<file path="src/rtl/uart_tx_serializer.sv">
// Byte-wide UART transmitter: start bit, 8 data bits LSB first, optional even
// parity, then 1 or 2 stop bits. Every output comes straight from a flop, so
// out_tx has no combinational path from the inputs.
module uart_tx_serializer #(
   parameter int CLK_FREQ_HZ = 100_000_000,
   parameter int BAUD_RATE   = 115_200,
   parameter int PARITY_EN   = 0,
   parameter int STOP_BITS   = 1
) (
   input  logic       in_clk,
   input  logic       in_rst,
   input  logic [7:0] in_data,
   input  logic       in_data_valid,
   output logic       out_tx,
   output logic       out_busy,
   output logic       out_tx_done
);

   localparam int CLKS_PER_BIT = CLK_FREQ_HZ / BAUD_RATE;
   localparam int BW           = (CLKS_PER_BIT > 2) ? $clog2(CLKS_PER_BIT) : 1;
   localparam logic [BW-1:0] BAUD_LAST = BW'(CLKS_PER_BIT - 1);
   localparam logic [2:0]    STOP_LAST = 3'(STOP_BITS - 1);

   // Reject configurations the bit timing cannot represent.
   if (CLKS_PER_BIT < 2) begin : g_bad_baud
      $error("uart_tx_serializer: CLKS_PER_BIT must be at least 2");
   end
   if (STOP_BITS != 1 && STOP_BITS != 2) begin : g_bad_stop
      $error("uart_tx_serializer: STOP_BITS must be 1 or 2");
   end

   typedef enum logic [2:0] {
      IDLE,
      START,
      DATA,
      PARITY,
      STOP
   } state_t;

   state_t        state_q, state_d;
   logic [BW-1:0] baud_q,  baud_d;
   logic [2:0]    bit_q,   bit_d;
   logic [7:0]    shift_q, shift_d;
   logic          parity_q, parity_d;
   logic          tx_q,    tx_d;
   logic          busy_q,  busy_d;
   logic          done_q,  done_d;

   logic bit_end;
   assign bit_end = (baud_q == BAUD_LAST);

   // Next-state and next-output logic for the frame sequencer.
   always_comb begin
      // NOTE: every signal gets a default before the case so no path leaves
      // it unassigned; an unassigned path in always_comb infers a latch.
      state_d  = state_q;
      baud_d   = baud_q;
      bit_d    = bit_q;
      shift_d  = shift_q;
      parity_d = parity_q;
      tx_d     = tx_q;
      busy_d   = busy_q;
      done_d   = 1'b0;

      if (state_q != IDLE) begin
         baud_d = bit_end ? '0 : baud_q + BW'(1);
      end

      case (state_q)
         IDLE: begin
            tx_d   = 1'b1;
            busy_d = 1'b0;
            // The out_tx_done cycle still belongs to the finished frame, so a
            // request arriving in it is dropped just like one during busy.
            if (in_data_valid && !busy_q && !done_q) begin
               state_d  = START;
               shift_d  = in_data;
               parity_d = ^in_data;
               baud_d   = '0;
               bit_d    = '0;
               tx_d     = 1'b0;
               busy_d   = 1'b1;
            end
         end
         START: begin
            if (bit_end) begin
               state_d = DATA;
               bit_d   = '0;
               tx_d    = shift_q[0];
            end
         end
         DATA: begin
            if (bit_end) begin
               if (bit_q == 3'd7) begin
                  bit_d = '0;
                  if (PARITY_EN != 0) begin
                     state_d = PARITY;
                     tx_d    = parity_q;
                  end else begin
                     state_d = STOP;
                     tx_d    = 1'b1;
                  end
               end else begin
                  bit_d   = bit_q + 3'd1;
                  tx_d    = shift_q[1];
                  shift_d = {1'b0, shift_q[7:1]};
               end
            end
         end
         PARITY: begin
            if (bit_end) begin
               state_d = STOP;
               bit_d   = '0;
               tx_d    = 1'b1;
            end
         end
         STOP: begin
            tx_d = 1'b1;
            if (bit_end) begin
               if (bit_q == STOP_LAST) begin
                  state_d = IDLE;
                  bit_d   = '0;
                  busy_d  = 1'b0;
                  done_d  = 1'b1;
               end else begin
                  bit_d = bit_q + 3'd1;
               end
            end
         end
         default: begin
            state_d = IDLE;
            tx_d    = 1'b1;
            busy_d  = 1'b0;
         end
      endcase
   end

   // State and output registers with synchronous reset; reset aborts any frame.
   always_ff @(posedge in_clk) begin
      // NOTE: non-blocking assignments so every flop samples pre-edge values.
      if (in_rst) begin
         state_q  <= IDLE;
         baud_q   <= '0;
         bit_q    <= '0;
         shift_q  <= '0;
         parity_q <= 1'b0;
         tx_q     <= 1'b1;
         busy_q   <= 1'b0;
         done_q   <= 1'b0;
      end else begin
         state_q  <= state_d;
         baud_q   <= baud_d;
         bit_q    <= bit_d;
         shift_q  <= shift_d;
         parity_q <= parity_d;
         tx_q     <= tx_d;
         busy_q   <= busy_d;
         done_q   <= done_d;
      end
   end

   assign out_tx      = tx_q;
   assign out_busy    = busy_q;
   assign out_tx_done = done_q;

endmodule
</file>
<file path="config.mk">
export PLATFORM = sky130hd
export DESIGN_NAME = uart_tx_serializer
export DESIGN_NICKNAME = d
export VERILOG_FILES = /design/src/rtl/uart_tx_serializer.sv
export SDC_FILE = /design/constraint.sdc
export NUM_CORES = 1
export LEC_CHECK = 0
export BUFFER_PORTS_ARGS = -buffer_cell sky130_fd_sc_hd__buf_4
export CORE_ASPECT_RATIO = 1.75
export CORE_MARGIN = 4
export CORE_UTILIZATION = 58
export DETAILED_ROUTE_END_ITERATION = 8
export HOLD_SLACK_MARGIN = 0.05
export PLACE_DENSITY = 0.82
export SETUP_SLACK_MARGIN = 0.2
export SLEW_MARGIN = 20
export SYNTH_ARGS = -nofsm -noshare
export SYNTH_HDL_FRONTEND = slang
export SYNTH_SLANG_ARGS = --single-unit
export TNS_END_PERCENT = 100
</file>
<file path="constraint.sdc">
create_clock -name in_clk -period 2.7 [get_ports in_clk]
set_clock_uncertainty 0.1 [all_clocks]
set_input_delay 0.54 -clock in_clk [delete_from_list [all_inputs] [get_ports in_clk]]
set_output_delay 0.54 -clock in_clk [all_outputs]
set_load 0.05 [all_outputs]
</file>
==> flow_summary.ini <==
[route]
vias_per_cell = 6.44
drc = 0
wl_per_cell_um = 15.5
routed_wl_mm = 3.17
num_vias = 1313
antenna_left = 0
drt-initial-drc-count = 40
drt_pass1_iterations = 4

[yosys]
synth-edff-count = 0
async_flop_share = 0
syn_area_per_cell_um2 = 9.06
ys.flop_type = dfxtp_1
synth_nets = 185
synth_cells = 170
seq_area_frac_synth = 0.351
synth_seq_cells = 27
ys.warnings.count = 0
synth_cell_types = 53
synthesis.area_um2 = 1540

[critical_path]
arrival_ns = 2.26
worstSetupEndpointType = flip-flop
crit_fanout = 15
crit_required_ns = 2.77
startpoint_type = flip-flop
criticalPathCategory = reg -> reg

[timing]
worst_slack_ns = 0.501
rsz0062_at_grt = false
whs_ns = 0.395
final_hold_viol_count = 0
slew_headroom = 0.577
drv_slew = 0
setup_tns_ns = 0
setup_viol = 0
worst_pin_slew_ns = 0.629
fin_crit_sh = 0.814
period_minus_slack_ns = 2.20
fmax_mhz = 455

[power_and_ir_drop]
clkPwrFrac = 0.170
power_density_nw_per_um2 = 816
max-vdd-ir-drop_v = 0.000474
p_seq_frac = 0.398
p_int_uw = 818
sw_frac_of_total = 0.397
pwr-share-comb = 0.432
switchingPower_uw = 539
power_leakage_nw = 0.616

[cts]
numCtsBuffers = 3
postCtsResizedCells = 0
ctsHoldBuffers = 0
insertion_delay_ns = 0.27
clockBufferDepth = 2
cts_tree = yes
clk_pin_slew_worst_paths_ns = 0.09
cts_setup_buffers = 0
cts-root-buf = clkbuf_8
cts.sink_count = 27
cts_htree_levels = 1

[cells_and_area]
insertedDiodeCount = 0
drive_above_1_share = 0.191
layout.nets = 194
area_growth_pct = 7.96
fillers = 218

[placement]
gp_congestion = 0.894
post-dp-hpwl_mm = 2.38
place_ws_ns = 0.528
io_buffers = 13

[die]
ioPinCount = 14
die_y_um = 76.2
rows = 24
initial_core_util = 0.611
coreArea_um2 = 2520
die_w_um = 47.0
die_area_um2 = 3580

[global_routing]
grt_pass1_vias = 1234
grt_max_degree = 24
grt_usage = 0.193
antenna_found_initial = 0
overflow = 0
grt_pass1_wl_mm = 5.29

[worst_hold_path]
min_path_type = reg -> reg

[run]
max_cap_viol_count = 0

[status]
status = completed
## layout by cell type (no fill, tap or decap), drive strengths merged, types with 6 or more instances in the layout
master	n
dfxtp	27
nand2	14
buf	14
nor2	13
mux2i	11
inv	6
## per-stage QoR
step | area, um2 | std cells | utilization | power, mW
after global placement | 1620 | 200 | 0.641 | 1.11
after floorplan | 1540 | 170 | - | 1.05
after detailed placement | 1620 | 200 | 0.641 | 1.14
after global routing | 1660 | 204 | 0.659 | 1.44
after CTS | 1660 | 204 | 0.659 | 1.36
final | 1660 | 204 | 0.659 | 1.36
## synth_stat cells, types with 2 or more instances
cell type | n | area share
o21ai_0 | 5 | 0.016
dfxtp_1 | 27 | 0.35
xnor2_1 | 2 | 0.011
buf_2 | 3 | 0.0097
or3_1 | 3 | 0.012
a211oi_1 | 2 | 0.0097
nor2_1 | 12 | 0.029
and2_1 | 2 | 0.0081
nor3_1 | 2 | 0.0065
nand2b_1 | 3 | 0.012
a31o_2 | 5 | 0.028
clkbuf_1 | 3 | 0.0073
a2111oi_0 | 5 | 0.028
a31oi_1 | 2 | 0.0081
buf_4 | 3 | 0.015
a311oi_1 | 2 | 0.011
mux2_4 | 3 | 0.029
nor2b_1 | 3 | 0.012
a21oi_1 | 5 | 0.016
ha_1 | 4 | 0.032
inv_1 | 6 | 0.015
nand3_1 | 5 | 0.016
a21o_1 | 2 | 0.0097
nor4_1 | 4 | 0.016
nand3b_1 | 2 | 0.0097
nand2_1 | 14 | 0.034
mux2i_1 | 11 | 0.071
nand4_1 | 5 | 0.020
## registers in the layout, summed over array words and instances (netlist names)
name	count
baud_q	10
bit_q	3
out_tx_done	1
out_busy	1
state_q	3
out_tx	1
shift_q	8
## path summary, 6_finish.rpt
kind,start,end,slack [ns],cells past startpoint
hold / removal,bit_q[1]$_SDFFE_PP0P_,bit_q[1]$_SDFFE_PP0P_,0.40,2
setup reg to reg,state_q[1]$_SDFFE_PP0P_,shift_q[2]$_SDFFE_PP0P_,0.50,4
hold reg to reg,bit_q[1]$_SDFFE_PP0P_,bit_q[1]$_SDFFE_PP0P_,0.40,2
setup / recovery,state_q[1]$_SDFFE_PP0P_,shift_q[2]$_SDFFE_PP0P_,0.50,4
## final cells by class
type                    instances  area, um2  share of cell area
well taps                      26       32.5              0.0196
repair buffers                 14        105              0.0632
inverters                       7       26.3              0.0158
multi-input cells             126        913               0.549
clock buffers                   4       45.0              0.0271
flip-flops and latches         27        541               0.325
## per-layer routing
metal  track usage  share of wire  vias up
met5             0              0        -
met4        0.0776          0.020        0
met3        0.0213          0.035        6
met2         0.323           0.53       36
met1         0.236           0.41      620
li1              -              -      651
## critical path: stages, from the launching register on
cell and delay, ns:
dfxtp_1 0.41, or3_1 0.56, nor2_4 0.36, a21o_1 0.32, mux2_4 0.33
## power by group through the flow
stage | registers, mW | logic (mW) | clock network [mW]
2_1_floorplan | 0.552 | 0.495 | 0
3_3_place_gp | 0.542 | 0.566 | 0
3_5_place_dp | 0.548 | 0.587 | 0
4_1_cts | 0.539 | 0.589 | 0.232
5_1_grt | 0.549 | 0.641 | 0.250
6_report | 0.540 | 0.587 | 0.231
## cells by family after synthesis
kind of cell / synth area share
simple gates: 0.258
buf+inv: 0.0560
mux: 0.101
compound gates: 0.190
fa+ha+maj: 0.0325
flops: 0.351
xor+xnor: 0.0114
Power figures use the tool's default switching activity.
